--- config.mk ---
export PLATFORM = sky130hd
export DESIGN_NAME = alu_result_stage_flat
export DESIGN_NICKNAME = d
export VERILOG_FILES = /design/src/rtl/alu_result_stage_if.sv /design/src/rtl/alu_result_stage.sv /design/src/flat_wrapper.sv
export SDC_FILE = /design/constraint.sdc
export NUM_CORES = 1
export LEC_CHECK = 0
export ABC_AREA = 1
export CORE_ASPECT_RATIO = 1.1
export CORE_MARGIN = 10
export CORE_UTILIZATION = 34
export CTS_CLUSTER_SIZE = 16
export DETAILED_ROUTE_END_ITERATION = 16
export SLEW_MARGIN = 20
export SYNTH_ARGS = -nofsm -noshare
export SYNTH_HDL_FRONTEND = slang
export SYNTH_SLANG_ARGS = --single-unit
--- constraint.sdc ---
create_clock -name clk -period 1.85 [get_ports clk]
set_input_delay 0.37 -clock clk [delete_from_list [all_inputs] [get_ports clk]]
set_output_delay 0.37 -clock clk [all_outputs]
set_load 0.005 [all_outputs]
--- src/rtl/alu_result_stage_if.sv ---
`default_nettype none
// +----------------------------------------------------------------------+
// | Module   : alu_result_stage_if                                       |
// | Purpose  : Handshake and status bundle for the ALU result stage.     |
// |            master = upstream/downstream environment, slave = stage.  |
// | Revision : 1.0  initial release                                      |
// +----------------------------------------------------------------------+
interface alu_result_stage_if #(
  parameter int WIDTH = 32,
  parameter int CNT_W = 16
);
  logic             in_valid;
  logic             in_ready;
  logic [WIDTH-1:0] in_result;
  logic             in_carryout;
  logic             in_overflow;
  logic [2:0]       in_sel;
  logic             out_valid;
  logic             out_ready;
  logic [WIDTH-1:0] out_result;
  logic             out_zero;
  logic             out_carryout;
  logic             out_overflow;
  logic [2:0]       out_sel;
  logic             sticky_ovf;
  logic             sticky_illegal;
  logic             clr_sticky;
  logic [CNT_W-1:0] op_count;

  modport master (
    output in_valid, in_result, in_carryout, in_overflow, in_sel,
    output out_ready, clr_sticky,
    input  in_ready, out_valid, out_result, out_zero, out_carryout,
    input  out_overflow, out_sel, sticky_ovf, sticky_illegal, op_count
  );

  modport slave (
    input  in_valid, in_result, in_carryout, in_overflow, in_sel,
    input  out_ready, clr_sticky,
    output in_ready, out_valid, out_result, out_zero, out_carryout,
    output out_overflow, out_sel, sticky_ovf, sticky_illegal, op_count
  );
endinterface
`default_nettype wire

--- src/rtl/alu_result_stage.sv ---
`default_nettype none
// +----------------------------------------------------------------------+
// | Module   : alu_result_stage                                          |
// | Purpose  : Registered ALU result stage with flag qualification,      |
// |            2-entry skid buffer, sticky status and delivery counter.  |
// | Revision : 1.0  initial release                                      |
// +----------------------------------------------------------------------+
module alu_result_stage #(
  parameter int WIDTH = 32,
  parameter int CNT_W = 16
) (
  input  logic              clk,
  input  logic              rst_n,
  alu_result_stage_if.slave bus
);

  typedef enum logic [1:0] {
    ST_EMPTY = 2'd0,
    ST_ONE   = 2'd1,
    ST_TWO   = 2'd2
  } state_t;

  typedef struct packed {
    logic [WIDTH-1:0] result;
    logic             zero;
    logic             carry;
    logic             ovf;
    logic [2:0]       sel;
  } entry_t;

  state_t           r_state;
  state_t           w_state_nxt;
  logic             r_in_ready;
  entry_t           r_main;
  entry_t           r_skid;
  entry_t           w_cap;
  logic             r_sticky_ovf;
  logic             r_sticky_illegal;
  logic [CNT_W-1:0] r_op_count;

  logic w_accept;
  logic w_handoff;
  logic w_illegal;
  logic w_arith;
  logic w_load_main_in;
  logic w_load_main_skid;
  logic w_load_skid;

  assign w_accept  = bus.in_valid && r_in_ready;
  assign w_handoff = (r_state != ST_EMPTY) && bus.out_ready;
  assign w_illegal = (bus.in_sel > 3'd4);
  assign w_arith   = (bus.in_sel == 3'd0) || (bus.in_sel == 3'd1);

  // Build the entry to be stored: illegal selects read as a zero result,
  // carry/overflow are only meaningful for ADD and SUB.
  always_comb begin
    w_cap.result = w_illegal ? '0 : bus.in_result;
    w_cap.zero   = (w_cap.result == '0);
    w_cap.carry  = w_arith && bus.in_carryout;
    w_cap.ovf    = w_arith && bus.in_overflow;
    w_cap.sel    = bus.in_sel;
  end

  // Occupancy state register and registered ready.
  always_ff @(posedge clk or negedge rst_n) begin
    if (!rst_n) begin
      r_state    <= ST_EMPTY;
      r_in_ready <= 1'b1;
    end else begin
      r_state    <= w_state_nxt;
      r_in_ready <= (w_state_nxt != ST_TWO);
    end
  end

  // Next occupancy and which register loads from where.
  always_comb begin
    w_state_nxt      = r_state;
    w_load_main_in   = 1'b0;
    w_load_main_skid = 1'b0;
    w_load_skid      = 1'b0;
    case (r_state)
      ST_EMPTY: begin
        if (w_accept) begin
          w_state_nxt    = ST_ONE;
          w_load_main_in = 1'b1;
        end
      end
      ST_ONE: begin
        if (w_accept && !w_handoff) begin
          w_state_nxt = ST_TWO;
          w_load_skid = 1'b1;
        end else if (!w_accept && w_handoff) begin
          w_state_nxt = ST_EMPTY;
        end else if (w_accept && w_handoff) begin
          w_load_main_in = 1'b1;
        end
      end
      ST_TWO: begin
        // ready is low here, so only a handoff can move the state
        if (w_handoff) begin
          w_state_nxt      = ST_ONE;
          w_load_main_skid = 1'b1;
        end
      end
      default: w_state_nxt = ST_EMPTY;
    endcase
  end

  // Main and skid data registers.
  always_ff @(posedge clk or negedge rst_n) begin
    if (!rst_n) begin
      r_main <= '0;
      r_skid <= '0;
    end else begin
      if (w_load_main_in) begin
        r_main <= w_cap;
      end else if (w_load_main_skid) begin
        r_main <= r_skid;
      end
      if (w_load_skid) begin
        r_skid <= w_cap;
      end
    end
  end

  // Sticky status: a set event in the same cycle beats the clear.
  always_ff @(posedge clk or negedge rst_n) begin
    if (!rst_n) begin
      r_sticky_ovf     <= 1'b0;
      r_sticky_illegal <= 1'b0;
    end else begin
      if (w_accept && w_cap.ovf) begin
        r_sticky_ovf <= 1'b1;
      end else if (bus.clr_sticky) begin
        r_sticky_ovf <= 1'b0;
      end
      if (w_accept && w_illegal) begin
        r_sticky_illegal <= 1'b1;
      end else if (bus.clr_sticky) begin
        r_sticky_illegal <= 1'b0;
      end
    end
  end

  // Count results handed downstream; wraps naturally.
  always_ff @(posedge clk or negedge rst_n) begin
    if (!rst_n) begin
      r_op_count <= '0;
    end else if (w_handoff) begin
      r_op_count <= r_op_count + 1'b1;
    end
  end

  assign bus.in_ready       = r_in_ready;
  assign bus.out_valid      = (r_state != ST_EMPTY);
  assign bus.out_result     = r_main.result;
  assign bus.out_zero       = r_main.zero;
  assign bus.out_carryout   = r_main.carry;
  assign bus.out_overflow   = r_main.ovf;
  assign bus.out_sel        = r_main.sel;
  assign bus.sticky_ovf     = r_sticky_ovf;
  assign bus.sticky_illegal = r_sticky_illegal;
  assign bus.op_count       = r_op_count;

endmodule
`default_nettype wire

--- src/flat_wrapper.sv ---
// flat-port wrapper written by rule: the top's interface ports become plain ports
module alu_result_stage_flat 
#(
  parameter int WIDTH = 32,
  parameter int CNT_W = 16
)
  (clk, rst_n, bus_in_valid, bus_in_result, bus_in_carryout, bus_in_overflow, bus_in_sel, bus_out_ready, bus_clr_sticky, bus_in_ready, bus_out_valid, bus_out_result, bus_out_zero, bus_out_carryout, bus_out_overflow, bus_out_sel, bus_sticky_ovf, bus_sticky_illegal, bus_op_count);
  alu_result_stage_if #(.WIDTH(WIDTH), .CNT_W(CNT_W)) bus_i ();
  input  logic clk;
  input  logic rst_n;
  input wire logic [$bits(bus_i.in_valid)-1:0] bus_in_valid;
  input wire logic [$bits(bus_i.in_result)-1:0] bus_in_result;
  input wire logic [$bits(bus_i.in_carryout)-1:0] bus_in_carryout;
  input wire logic [$bits(bus_i.in_overflow)-1:0] bus_in_overflow;
  input wire logic [$bits(bus_i.in_sel)-1:0] bus_in_sel;
  input wire logic [$bits(bus_i.out_ready)-1:0] bus_out_ready;
  input wire logic [$bits(bus_i.clr_sticky)-1:0] bus_clr_sticky;
  output wire logic [$bits(bus_i.in_ready)-1:0] bus_in_ready;
  output wire logic [$bits(bus_i.out_valid)-1:0] bus_out_valid;
  output wire logic [$bits(bus_i.out_result)-1:0] bus_out_result;
  output wire logic [$bits(bus_i.out_zero)-1:0] bus_out_zero;
  output wire logic [$bits(bus_i.out_carryout)-1:0] bus_out_carryout;
  output wire logic [$bits(bus_i.out_overflow)-1:0] bus_out_overflow;
  output wire logic [$bits(bus_i.out_sel)-1:0] bus_out_sel;
  output wire logic [$bits(bus_i.sticky_ovf)-1:0] bus_sticky_ovf;
  output wire logic [$bits(bus_i.sticky_illegal)-1:0] bus_sticky_illegal;
  output wire logic [$bits(bus_i.op_count)-1:0] bus_op_count;
  assign bus_i.in_valid = bus_in_valid;
  assign bus_i.in_result = bus_in_result;
  assign bus_i.in_carryout = bus_in_carryout;
  assign bus_i.in_overflow = bus_in_overflow;
  assign bus_i.in_sel = bus_in_sel;
  assign bus_i.out_ready = bus_out_ready;
  assign bus_i.clr_sticky = bus_clr_sticky;
  assign bus_in_ready = bus_i.in_ready;
  assign bus_out_valid = bus_i.out_valid;
  assign bus_out_result = bus_i.out_result;
  assign bus_out_zero = bus_i.out_zero;
  assign bus_out_carryout = bus_i.out_carryout;
  assign bus_out_overflow = bus_i.out_overflow;
  assign bus_out_sel = bus_i.out_sel;
  assign bus_sticky_ovf = bus_i.sticky_ovf;
  assign bus_sticky_illegal = bus_i.sticky_illegal;
  assign bus_op_count = bus_i.op_count;
  alu_result_stage #(.WIDTH(WIDTH), .CNT_W(CNT_W)) u_core (.clk(clk), .rst_n(rst_n), .bus(bus_i));
endmodule
==> summary.txt, run 1 <==
Synthesis
  – Flops & latches, synth: 97
  – Mapped Cells: 530
  – Synth cell count leaders: 212 x nand2_1, 96 x dfrtp_1, 53 x inv_1
  – Average size of a mapped cell: 8.307 um^2
  – Count leader, synth: nand2_1
  – Sequential share of the synthesized area: 55.16%
  – Ys Warns: 0
  – Syn Nets: 573
  – FFs w/ async S/R, synth: 100.0%
  – Netlist cell types: 28
  – Area contributors post-synth: dfrtp_1 55%, nand2_1 18%, a22oi_1 5.8%, inv_1 4.5%, nor2_1 3.6%
  – Post-synth EDFFs: 0
  – Mapped Area: 4403 um^2
  – Post-synth top area cell: dfrtp_1
  – Most used flip-flop cell after synthesis: dfrtp_1
  – Post-synth top area share: 54.56%

Die
  – Core footprint: 12640 um^2
  – I/O pin total: 100
  – Die area: 17910 um^2
  – Initial cell density of the core: 34.82%
  – Die H: 139.4 um
  – Chip Width: 128.5 um
  – Row count: 43

Final layout
  – N_diodes: 0
  – Final instance area: 6167 um^2
  – Share of layout cells above drive strength 1: 10.05%
  – Utilization after layout: 48.78%
  – Nets@finish: 695
  – Layout area overhead: 40.07%

Global routing
  – Initial antenna violation count: 0
  – Global-route wire length before repair: 20.33 mm
  – GRT Util Overall: 14.08%
  – Largest net degree at the start of global routing: 41
  – Vias in the first global route: 3949
  – Grt ovf: 0

Critical path
  – Worst path required time: 1.48 ns
  – Critical path arrival: 1.41 ns
  – Startpoint Class: flip-flop
  – Critical path cell sequence: inv_2, nand2_4, clkdlybuf4s50_1
  – Worst path slowest cell: clkdlybuf4s50_1
  – R2r endpoint: u_core.bus.out_sel[0]
  – CP top delay family: buffers and inverters
  – Reg2reg start: u_core.bus.in_ready
  – WP buf/inv: 2
  – Crit. End Element: primary output
  – CP peak stage delay: 0.50 ns
  – End point of the critical path: bus_out_valid
  – Critical path fanouts, max: 4
  – R2R Setup Slk: 0.37 ns
  – Critical path class: flip-flop to primary output
  – Crit. Startpoint: u_core.r_state[1]
  – Levels on crit path: 3
  – Register-to-Register Path Depth: 8

Power and ir drop
  – Pwr Density: 1378 nW/um^2
  – Max VDD drop: 0.6692 mV
  – Leakage Power: 3.127 nW

Routing
  – Final wirelength: 12.54 mm
  – DRT antenna net count: 0
  – M1 WL: 5.088 mm
  – Routed wl met2: 6.258 mm
  – Vias: 3887
  – # DRC: 0
  – Per-cell routed wire length: 15.40 um
  – Vias per cell: 4.775
  – Highest metal used: met4
  – Metal3 WL: 971 um
  – Router iterations before antenna repair: 4
  – DR iter-0 viols: 242

Status
  – Status: finished, final reports clean

Placed design
  – I/O Buffers: 99
  – Post-DP Area: 5804 um^2
  – Placer Congestion: 0.7961
  – Final HPWL DP: 9.139 mm

Clock network
  – # H-tree levels: 3
  – Post-CTS Resized: 0
  – # clock sinks: 97
  – CTS Root Cell: clkbuf_16
  – Clk slew on worst S/H paths: 0.07 ns
  – Max Root-Sink Buffers: 2
  – CTS Buf Count: 9
  – CTS tree: yes
  – Worst skew pair latency: 0.34 ns

Timing
  – Setup_tns: 0 ns
  – Final slew viol count: 0
  – Fin crit period: 1.784 ns
  – Setup Viol. Count Final: 0
  – F_max: 0.5606 GHz
  – Fin crit share: 96.43%
  – Final Hold Viols: 0
  – Min Hold Slack: 0.4734 ns
  – Clock Skew: 0.005420 ns
  – Measured slew at the worst slew-check pin: 0.4716 ns
  – RSZ-0062 raised after global routing: no
  – Relative slew slack: 68.56%

Run
  – Max cap viols: 0

Hold path
  – Hold WC Path Type: flip-flop to flip-flop
power by group:
group	switching, mW	internal (mW)	leakage, nW
logic	1.35	1.60	1.74
registers	0.520	2.98	1.24
clock network	0.818	1.22	0.151
sequential cells by signal (all words and copies together) (netlist names):
name	flops
u_core.r_skid	38
u_core.bus.out_result	32
u_core.bus.op_count	16
u_core.bus.out_sel	3
u_core.r_state	2
u_core.bus.in_ready	1
u_core.bus.out_carryout	1
u_core.bus.out_overflow	1
u_core.bus.out_zero	1
u_core.bus.sticky_illegal	1
u_core.bus.sticky_ovf	1
per-layer routing:
layer / GRT usage [%] / vias to the layer above
li1: - / 1894
met1: 16.60 / 1865
met5: 0 / -
met2: 23.25 / 114
met4: 4.809 / 0
met3: 4.787 / 14
placed cells by master (no fill, tap or decap), drive strengths merged, types with 2 or more instances in the layout:
master,Yosys,final
clkbuf,10,10
nand2,215,215
clkdlybuf4s50,0,98
nand3,6,6
xnor2,6,6
dfrtp,96,96
nor3,4,4
nor3b,2,2
buf,12,34
nor2,47,47
a22oi,34,34
inv,58,58
o21ai,24,24
xor2,8,8
clkinvlp,0,3
o211ai,3,3
bufinv,0,2
worst register-to-register path, delay by kind of cell, from the launching register on:
kind / cells / cell delay (ns)
AO/OA/AOI/OAI: 1 / 0.08
buffers and inverters: 3 / 0.31
flip-flops: 1 / 0.54
AND/OR/NAND/NOR: 4 / 0.44
layout make-up:
| class | instances | area, um^2 |
|---|---|---|
| tap | 157 | 196.4 |
| clock buffer | 10 | 239.0 |
| sequential | 97 | 2429 |
| multi-input combinational | 353 | 1648 |
| timing repair buffer | 133 | 1346 |
| fill | 1224 | 6476 |
| inverter | 58 | 217.7 |
| clock inverter | 6 | 91.34 |
cell families after synthesis:
family / after synthesis / synth area share, %
buf+inv: 80 / 7.530
fa+ha+maj: 1 / 0.2841
flops: 97 / 55.16
compound gates: 64 / 9.491
simple gates: 274 / 24.75
xor+xnor: 14 / 2.785
stage by stage:
step | total power [mW] | cells | worst slack, ns
floorplan | 4.759 | 530 | 0.3654
global placement | 6.416 | 794 | -0.1539
detailed placement | 6.514 | 794 | -0.1295
CTS | 8.598 | 811 | 0.02004
global route | 9.103 | 814 | 0.01385
finish | 8.498 | 814 | 0.06605
repair_timing:
action | CTS | global route
hold buffers | 1 | 0
setup endpoints to repair | 0 | 1
buffers inserted | 0 | 3
endpoints found under the hold margin | 29 | 0
worst min path at each step:
stage	cells after the start	to	slack, ns	start
2_1_floorplan	0	u_core.bus.op_count[0]	0.07	rst_n
3_3_place_gp	1	u_core.r_skid[6]	0.35	rst_n
3_5_place_dp	1	u_core.r_skid[6]	0.36	rst_n
4_1_cts	2	u_core.bus.out_carryout	0.48	u_core.bus.out_carryout
5_1_grt	2	u_core.r_skid[28]	0.50	u_core.r_skid[28]
6_report	2	u_core.bus.out_carryout	0.47	u_core.bus.out_carryout
No activity file was read; power rests on OpenSTA's default activity.
==> inputs of run 2 (changes only) <==
--- a/config.mk
+++ b/config.mk
@@ -6,11 +6,13 @@
 export NUM_CORES = 1
 export LEC_CHECK = 0
 export ABC_AREA = 1
+export CAP_MARGIN = 0
 export CORE_ASPECT_RATIO = 1.1
 export CORE_MARGIN = 10
 export CORE_UTILIZATION = 34
 export CTS_CLUSTER_SIZE = 16
 export DETAILED_ROUTE_END_ITERATION = 16
+export REMOVE_ABC_BUFFERS = 1
 export SLEW_MARGIN = 20
 export SYNTH_ARGS = -nofsm -noshare
 export SYNTH_HDL_FRONTEND = slang
==> run 2 against run 1 <==
Clock power fell by 11%. Global-route usage fell by 0.33 points. Sequential power barely moved. Largest cell class unchanged. Non-clock buffer count fell by 4. Die area did not move. Critical endpoint is now bus_in_ready. Design area fell by 1.1%. Via count fell by 2.5%.
==> summary.txt, run 2 (synthesis results as in run 1) <==
Timing
  – Relative slew slack: 63.40% (was 68.56%)
  – Setup_tns: 0 ns (unchanged)
  – Setup Viol. Count Final: 0 (unchanged)
  – Final Hold Viols: 0 (unchanged)
  – Measured slew at the worst slew-check pin: 0.5489 ns (was 0.4716 ns)
  – Clock Skew: 0.006654 ns (was 0.005420 ns)
  – F_max: 0.5675 GHz (was 0.5606 GHz)
  – Fin crit share: 95.25% (was 96.43%)
  – Setup ws final: 0.08789 ns (was 0.06605 ns)
  – RSZ-0062 raised after global routing: no (unchanged)
  – Fin crit period: 1.762 ns (was 1.784 ns)
  – Final slew viol count: 0 (unchanged)

Global routing
  – Initial antenna violation count: 0 (unchanged)
  – Global-route wire length before repair: 20.20 mm (was 20.33 mm)
  – Grt ovf: 0 (unchanged)
  – GRT Util Overall: 13.75% (was 14.08%)
  – Largest net degree at the start of global routing: 41 (unchanged)
  – Vias in the first global route: 3938 (was 3949)

Placed design
  – Post-Place Setup Slack: -0.08566 ns (was -0.1295 ns)
  – Final HPWL DP: 8.731 mm (was 9.139 mm)
  – Placer Congestion: 0.7813 (was 0.7961)
  – I/O Buffers: 99 (unchanged)

Clock network
  – Post-CTS Setup Inserts: 0 (unchanged)
  – # H-tree levels: 3 (unchanged)
  – # clock sinks: 97 (unchanged)
  – CTS tree: yes (unchanged)
  – CTS Root Cell: clkbuf_16 (unchanged)
  – Worst skew pair latency: 0.34 ns (about the same)
  – Max Root-Sink Buffers: 2 (unchanged)
  – Post-CTS Hold Buffers: 0 (was 1)
  – Clk slew on worst S/H paths: 0.07 ns (about the same)
  – CTS Buf Count: 9 (unchanged)

Routing
  – Vias: 3791 (was 3887)
  – # DRC: 0 (unchanged)
  – DRT antenna net count: 0 (unchanged)
  – Final wirelength: 12.04 mm (was 12.54 mm)
  – DR iter-0 viols: 273 (was 242)
  – Per-cell routed wire length: 14.86 um (was 15.40 um)
  – Router iterations before antenna repair: 5 (was 4)
  – Vias per cell: 4.680 (was 4.775)

Run
  – Max cap viols: 0 (unchanged)

Die
  – Row count: 43 (unchanged)
  – Die H: 139.4 um (unchanged)
  – I/O pin total: 100 (unchanged)
  – Chip Width: 128.5 um (unchanged)
  – Initial cell density of the core: 34.82% (unchanged)
  – Core footprint: 12640 um^2 (unchanged)
  – Die area: 17910 um^2 (unchanged)

Final layout
  – Most common cell after layout, fill and taps aside: nand2_1 (unchanged)
  – N_diodes: 0 (unchanged)
  – Nets@finish: 691 (was 695)
  – Layout filler cell count: 1220 (was 1224)
  – Number of flip-flops in the largest register: 38 (unchanged)
  – Layout area overhead: 38.53% (was 40.07%)
  – Share of layout cells above drive strength 1: 9.495% (was 10.05%)
  – Most flops, register: u_core.r_skid (unchanged)
  – Most frequent cells in the layout: 212 x nand2_1, 97 x clkdlybuf4s50_1, 96 x dfrtp_1, 53 x inv_1, 42 x nor2_1 (was 212 x nand2_1, 98 x clkdlybuf4s50_1, 96 x dfrtp_1, 53 x inv_1, 42 x nor2_1)
  – Utilization after layout: 48.24% (was 48.78%)

Critical path
  – Critical path arrival: 1.39 ns (was 1.41 ns)
  – Worst path required time: 1.48 ns (about the same)
  – Critical path class: flip-flop to primary output (unchanged)
  – CP peak stage delay: 0.54 ns (was 0.50 ns)
  – WP buf/inv: 1 (was 2)
  – Critical path cell sequence: clkdlybuf4s50_1 (was inv_2, nand2_4, clkdlybuf4s50_1)
  – Startpoint Class: flip-flop (unchanged)
  – Critical path fanouts, max: 3 (was 4)
  – Crit. End Element: primary output (unchanged)
  – Worst path slowest cell: dfstp_2 (was clkdlybuf4s50_1)
  – CP top delay family: flip-flops (was buffers and inverters)

Power and ir drop
  – Pwr Density: 1351 nW/um^2 (was 1378 nW/um^2)
  – Max VDD drop: 0.8412 mV (was 0.6692 mV)
  – Leakage Power: 3.113 nW (was 3.127 nW)

Hold path
  – Hold WC Path Type: primary input to async pin (was flip-flop to flip-flop)

Status
  – Status: finished, final reports clean (unchanged)
-- run 2: repair_timing --
action / in CTS / in global routing
resized for setup: 0 / 1
endpoints found under the hold margin: 0 / 0
setup endpoints to repair: 0 / 1
-- run 2: per-stage QoR --
| stage | hold WS, ns | power, mW | cell area (um^2) | cells |
|---|---|---|---|---|
| 6_report | 0.01629 | 8.242 | 6100 | 810 |
| 5_1_grt | 0.05444 | 8.888 | 6100 | 810 |
| 4_1_cts | 0.03253 | 8.379 | 6097 | 810 |
| 3_5_place_dp | 0.3939 | 6.506 | 5804 | 794 |
| 3_3_place_gp | 0.3952 | 6.432 | 5804 | 794 |
| 2_1_floorplan | 0.07441 | 4.664 | 4289 | 508 |
-- run 2: path summary, 6_finish.rpt --
check | start | end | slack, ns | cells after the start
max | u_core.bus.in_ready | bus_in_ready | 0.09 | 1
min | rst_n | u_core.bus.op_count[12] | 0.02 | 1
max in group asynchronous | rst_n | u_core.bus.out_zero | 1.26 | 2
min reg2reg | u_core.bus.out_result[12] | u_core.bus.out_result[12] | 0.48 | 2
max reg2reg | u_core.r_state[1] | u_core.bus.op_count[10] | 0.32 | 10
min in group clk | u_core.bus.out_result[12] | u_core.bus.out_result[12] | 0.48 | 2
-- run 2: where the power goes --
group          switching, mW  leakage (nW)  internal [mW]  total, mW
registers              0.537          1.24           2.98       3.52
clock network          0.791         0.146           1.03       1.82
logic                   1.32          1.73           1.58       2.90
total                   2.65          3.11           5.59       8.24
-- run 2: layout make-up --
type | count | area [um^2] | area share, %
Clock buffer | 13 | 270.3 | 4.431
Clock inverter | 3 | 22.52 | 0.3692
Inverter | 58 | 217.7 | 3.569
Multi-Input combinational cell | 353 | 1648 | 27.02
Sequential cell | 97 | 2429 | 39.82
Tap cell | 157 | 196.4 | 3.221
Timing Repair Buffer | 129 | 1316 | 21.58
-- run 2: metal layers --
metal  global-route usage, %  up-vias  share of wire (%)
li1                        -     1885                  -
met1                   16.54     1796                 41
met2                   22.18      104                 48
met3                   5.851        6                9.7
met4                   3.167        0               0.63
met5                       0        -                  0
==> inputs of run 3 (changes only) <==
--- a/config.mk
+++ b/config.mk
@@ -12,7 +12,7 @@
 export CORE_UTILIZATION = 34
 export CTS_CLUSTER_SIZE = 16
 export DETAILED_ROUTE_END_ITERATION = 16
-export REMOVE_ABC_BUFFERS = 1
+export PLACE_DENSITY_LB_ADDON = 0.15
 export SLEW_MARGIN = 20
 export SYNTH_ARGS = -nofsm -noshare
 export SYNTH_HDL_FRONTEND = slang
==> run 3 against run 2 <==
Count of clock-buffer cells in the layout decreased by 3. Sequential power about the same. Clock skew fell by 0.00057 ns. Non-clock buffer count decreased by 2. Sequential cell count stayed put. Critical endpoint is now bus_out_valid. Largest power group unchanged. Highest routed layer unchanged.
==> summary.txt, run 3 (synthesis results as in run 1) <==
Global routing
  – GRT Util Overall: 13.90% (was 13.75%)
  – Vias in the first global route: 3902 (was 3938)
  – Grt ovf: 0 (unchanged)
  – Global-route wire length before repair: 20.10 mm (was 20.20 mm)
  – Largest net degree at the start of global routing: 41 (unchanged)
  – Initial antenna violation count: 0 (unchanged)

Final layout
  – Nets@finish: 689 (was 691)
  – N_diodes: 0 (unchanged)
  – Most frequent cells in the layout: 212 x nand2_1, 98 x clkdlybuf4s50_1, 96 x dfrtp_1, 53 x inv_1, 42 x nor2_1 (was 212 x nand2_1, 97 x clkdlybuf4s50_1, 96 x dfrtp_1, 53 x inv_1, 42 x nor2_1)
  – Most common cell after layout, fill and taps aside: nand2_1 (unchanged)
  – Number of flip-flops in the largest register: 38 (unchanged)
  – Share of layout cells above drive strength 1: 9.217% (was 9.495%)
  – Layout area overhead: 38.99% (was 38.53%)
  – Final instance area: 6120 um^2 (was 6100 um^2)
  – Most flops, register: u_core.r_skid (unchanged)

Placed design
  – Final HPWL DP: 8.700 mm (was 8.731 mm)
  – Placer Congestion: 0.7562 (was 0.7813)
  – I/O Buffers: 99 (unchanged)
  – Post-DP Area: 5749 um^2 (was 5804 um^2)

Critical path
  – Register-to-Register Path Depth: 8 (was 10)
  – Worst path required time: 1.48 ns (about the same)
  – End point of the critical path: bus_out_valid (was bus_in_ready)
  – R2r endpoint: u_core.bus.out_result[21] (was u_core.bus.op_count[10])
  – Critical path fanouts, max: 3 (unchanged)
  – Critical path arrival: 1.45 ns (was 1.39 ns)
  – Startpoint Class: flip-flop (unchanged)
  – Critical path class: flip-flop to primary output (unchanged)
  – Crit. End Element: primary output (unchanged)
  – Reg2reg start: u_core.bus.in_ready (was u_core.r_state[1])
  – R2R Setup Slk: 0.29 ns (was 0.32 ns)
  – Crit. Startpoint: u_core.r_state[0] (was u_core.bus.in_ready)

Die
  – Chip Width: 128.5 um (unchanged)
  – Row count: 43 (unchanged)
  – Core footprint: 12640 um^2 (unchanged)
  – Die H: 139.4 um (unchanged)
  – Die area: 17910 um^2 (unchanged)
  – Initial cell density of the core: 34.82% (unchanged)
  – I/O pin total: 100 (unchanged)

Power and ir drop
  – Switch Pwr: 2.650 mW (was 2.649 mW)
  – Max VDD drop: 0.6055 mV (was 0.8412 mV)
  – Seq pwr share: 40.9% (was 42.7%)
  – Power after layout: 8.533 mW (was 8.242 mW)
  – Pwr Density: 1394 nW/um^2 (was 1351 nW/um^2)
  – Leakage Power: 3.105 nW (was 3.113 nW)
  – Clock power share: 25.5% (was 22.1%)
  – Comb power frac: 33.5% (was 35.2%)
  – Net Sw Frac: 31.05% (was 32.14%)
  – Pint: 5.883 mW (was 5.593 mW)

Clock network
  – CTS tree: yes (unchanged)
  – Clk slew on worst S/H paths: 0.07 ns (about the same)
  – Max Root-Sink Buffers: 2 (unchanged)
  – CTS Buf Count: 9 (unchanged)
  – CTS Root Cell: clkbuf_16 (unchanged)
  – # clock sinks: 97 (unchanged)
  – Worst skew pair latency: 0.34 ns (about the same)
  – # H-tree levels: 3 (unchanged)

Timing
  – Clock Skew: 0.006084 ns (was 0.006654 ns)
  – F_max: 0.5499 GHz (was 0.5675 GHz)
  – Fin crit period: 1.819 ns (was 1.762 ns)
  – Fin crit share: 98.30% (was 95.25%)
  – Measured slew at the worst slew-check pin: 0.4264 ns (was 0.5489 ns)
  – Relative slew slack: 71.58% (was 63.40%)
  – Setup Viol. Count Final: 0 (unchanged)
  – RSZ-0062 raised after global routing: no (unchanged)
  – Final slew viol count: 0 (unchanged)
  – Final Hold Viols: 0 (unchanged)

Routing
  – Per-cell routed wire length: 15.12 um (was 14.86 um)
  – # DRC: 0 (unchanged)
  – DR iter-0 viols: 298 (was 273)
  – Vias per cell: 4.655 (was 4.680)
  – Final wirelength: 12.22 mm (was 12.04 mm)
  – Router iterations before antenna repair: 5 (unchanged)
  – DRT antenna net count: 0 (unchanged)
  – Vias: 3761 (was 3791)

Run
  – Max cap viols: 0 (unchanged)

Hold path
  – Hold WC Path Type: flip-flop to flip-flop (was primary input to async pin)

Status
  – Status: finished, final reports clean (unchanged)
[run 3: changes by cell type in the layout (fill, tap and decap cells not counted), moves of 2 or more]
cell / delta
bufinv_16: +3
buf_12: -2
clkinvlp_4: +2
clkbuf_8: -2
[run 3: per-layer routing]
layer | vias to the layer above | part of all wire [%] | global-route usage (%)
met4 | 0 | 1.3 | 4.575
li1 | 1880 | - | -
met1 | 1782 | 43 | 16.76
met5 | - | 0 | 0
met2 | 89 | 49 | 22.69
met3 | 10 | 6.8 | 4.597
[run 3: worst max-delay path: stages, from the launching register on]
cell and delay, ns:
dfrtp_1 0.42, inv_2 0.08, nand2_4 0.09, clkdlybuf4s50_1 0.52
[run 3: per-stage QoR]
stage          utilization [%]  setup TNS (ns)  instances  worst slack (ns)  hold slack (ns)
2_1_floorplan                -               0        530            0.3654          0.07441
3_3_place_gp             45.47          -2.260        790           -0.1228           0.3405
3_5_place_dp             45.47          -3.665        790           -0.1521           0.3424
4_1_cts                  48.34               0        807          0.007261           0.4829
5_1_grt                  48.40               0        808          0.001870           0.4997
6_report                 48.40               0        808           0.03139           0.4785
[run 3: layout make-up]
type / instances / area [um^2]
Tap cell: 157 / 196.4
Sequential cell: 97 / 2429
Timing Repair Buffer: 127 / 1276
Clock inverter: 6 / 113.9
Multi-Input combinational cell: 353 / 1648
Inverter: 58 / 217.7
Fill cell: 1218 / 6524
Clock buffer: 10 / 239.0
[run 3: repair_timing]
item | 4_1_cts | 5_1_grt
hold buffers | 1 | 0
hold endpoints to repair | 27 | 0
buffers inserted | 0 | 1
resized for setup | 0 | 0
endpoints found under the setup margin | 0 | 1
[run 3: power by group through the flow]
| stage | Combinational (mW) | Clock, mW | Sequential (mW) |
|---|---|---|---|
| after global routing | 3.24 | 2.33 | 3.61 |
| after floorplan | 1.28 | 0 | 3.48 |
| final | 2.86 | 2.18 | 3.49 |
| after CTS | 2.94 | 2.24 | 3.50 |
| after detailed placement | 2.92 | 0 | 3.53 |
| after global placement | 2.87 | 0 | 3.50 |
[run 3: how the worst min path moves through the flow]
stage                                   start  slack [ns]                        end  depth (start not counted)
floorplan                               rst_n        0.07     u_core.bus.op_count[0]                          0
global placement                        rst_n        0.34          u_core.r_skid[23]                          1
detailed placement                      rst_n        0.34          u_core.r_skid[23]                          1
CTS                   u_core.bus.op_count[15]        0.48    u_core.bus.op_count[15]                          1
global route        u_core.bus.out_result[27]        0.50  u_core.bus.out_result[27]                          2
finish              u_core.bus.out_result[31]        0.48  u_core.bus.out_result[31]                          2
==> patch (flow settings as in run 3) <==
Reset style: synchronous (`rst_n`), changed in 4 clocked blocks.
--- a/src/rtl/alu_result_stage.sv
+++ b/src/rtl/alu_result_stage.sv
@@ -62,7 +62,7 @@
   end
 
   // Occupancy state register and registered ready.
-  always_ff @(posedge clk or negedge rst_n) begin
+  always_ff @(posedge clk) begin
     if (!rst_n) begin
       r_state    <= ST_EMPTY;
       r_in_ready <= 1'b1;
@@ -107,7 +107,7 @@
   end
 
   // Main and skid data registers.
-  always_ff @(posedge clk or negedge rst_n) begin
+  always_ff @(posedge clk) begin
     if (!rst_n) begin
       r_main <= '0;
       r_skid <= '0;
@@ -124,7 +124,7 @@
   end
 
   // Sticky status: a set event in the same cycle beats the clear.
-  always_ff @(posedge clk or negedge rst_n) begin
+  always_ff @(posedge clk) begin
     if (!rst_n) begin
       r_sticky_ovf     <= 1'b0;
       r_sticky_illegal <= 1'b0;
@@ -143,7 +143,7 @@
   end
 
   // Count results handed downstream; wraps naturally.
-  always_ff @(posedge clk or negedge rst_n) begin
+  always_ff @(posedge clk) begin
     if (!rst_n) begin
       r_op_count <= '0;
     end else if (w_handoff) begin
Check against the original RTL: differs if rst_n is asserted again (counterexample within 4 cycles, from zero or initial values and one cycle with rst_n low); with rst_n held inactive, the same outputs for 10 cycles.
==> patch against run 3 <==
- utilization shrank 0.36 points
- wire length grew 7.4%
- sequential cell count is the same
- design area shrank 0.74%
- synthesized cell count grew 18%
- die area shrank 0.27%
- synthesized area shrank 0.31%
- final cell count grew 12%
- setup slack gained 0.065 ns
Power is not compared: it rests on default switching activity, and its combinational part moved more than twofold at a synthesized area within 25%.
==> patch: results (changes against run 3) <==
status finished, final reports clean (unchanged); synthesized-area fraction occupied by adder cells 0.285% (was 0.284%); hold_ws 0.454 ns (was 0.478 ns); max-slew violations 0 (unchanged); R2R setup slack 0.47 ns (was 0.29 ns); Reg2Reg Depth 10 (was 8); asr flop ratio synth 0% (was 100%); Worst Skew 0.00499 ns (was 0.00608 ns); FILL cells 1,290 (was 1,218); largest net degree at the start of global routing 46 (was 41); Area contributors post-synth dfxtp_1 44%, nand2_1 16%, inv_1 6.6% (was dfrtp_1 55%, nand2_1 18%, a22oi_1 5.8%); nets 782 (was 689); Post-synth top cells 184 x nand2_1, 97 x dfxtp_1, 77 x inv_1, 60 x nor2_1, 51 x o21ai_0 (was 212 x nand2_1, 96 x dfrtp_1, 53 x inv_1, 42 x nor2_1, 34 x a22oi_1); end of the critical path bus_out_valid (unchanged); post-synth net total 671 (was 573); Post-Place Cell Area 5730 sq um (was 5750 sq um); register area share after synthesis 44.2% (was 55.2%); layout cells sized above 1 9.68% (was 9.22%); worst rel slew slack 71.5% (was 71.6%); number of global-route vias before repair 4,311 (was 3,902); vias per std cell 4.79 (was 4.65); Resized cells post-CTS 1 (was 0); CP arrival 1.38 ns (was 1.45 ns); reg2reg end u_core.bus.out_result[15] (was u_core.bus.out_result[21]); Distinct cells, synth 31 (was 28); Worst Hold Endpoint u_core.r_skid[25] (was u_core.bus.out_result[31]); Non-Filler Instances 901 (was 808); Detailed Route Iter0 Violations 338 (was 298); maximum VDD drop around 0.00044 V; Global Route Usage Sum 14.9% (was 13.9%); XOR/XNOR share of the synthesized area 0.200% (was 2.78%); first-pass GRT wire length 21,700 microns (was 20,100 microns); R2R Path Start u_core.r_state[1] (was u_core.bus.in_ready); Mapped Cells 628 (was 530); final worst slack 0.0965 ns (was 0.0314 ns); compound-cell area share of the yosys netlist 17.5% (was 9.49%); HP Start u_core.r_skid[25] (was u_core.bus.out_result[31]); area delta synth->final 38.4% (was 39.0%); average routed wire per standard cell 14.6 microns (was 15.1 microns); area leader, netlist dfxtp_1 (was dfrtp_1); worst slack, placed -0.152 ns (about the same); post-placement cell count 885 (was 790)
==> patch: power groups by stage <==
stage	registers, uW	logic (uW)	clock network, uW
floorplan	2250	312	0
global placement	2260	666	0
detailed placement	2260	669	0
CTS	2210	675	2210
global route	2220	741	2290
finish	2210	665	2170
==> patch: worst max-delay path, cell delays in order (launching register included) <==
cell	delay, ns
dfxtp_1	0.34
nor2_2	0.19
inv_1	0.06
clkdlybuf4s50_1	0.45
==> patch: layer usage <==
layer / GRT usage (%) / vias up / wire (microns)
li1: - / 2217 / -
met1: 19.3 / 1977 / 6120
met2: 22.4 / 106 / 5930
met3: 4.24 / 19 / 841
met4: 6.35 / 0 / 234
met5: 0 / - / 0
==> patch: area by class of cell <==
cell class,count,area share (%)
inverters,84,5.19
clock buffers,11,4.00
well taps,157,3.23
multi-input cells,415,32.0
flip-flops and latches,97,32.0
clock inverters,5,1.69
repair buffers,132,22.0
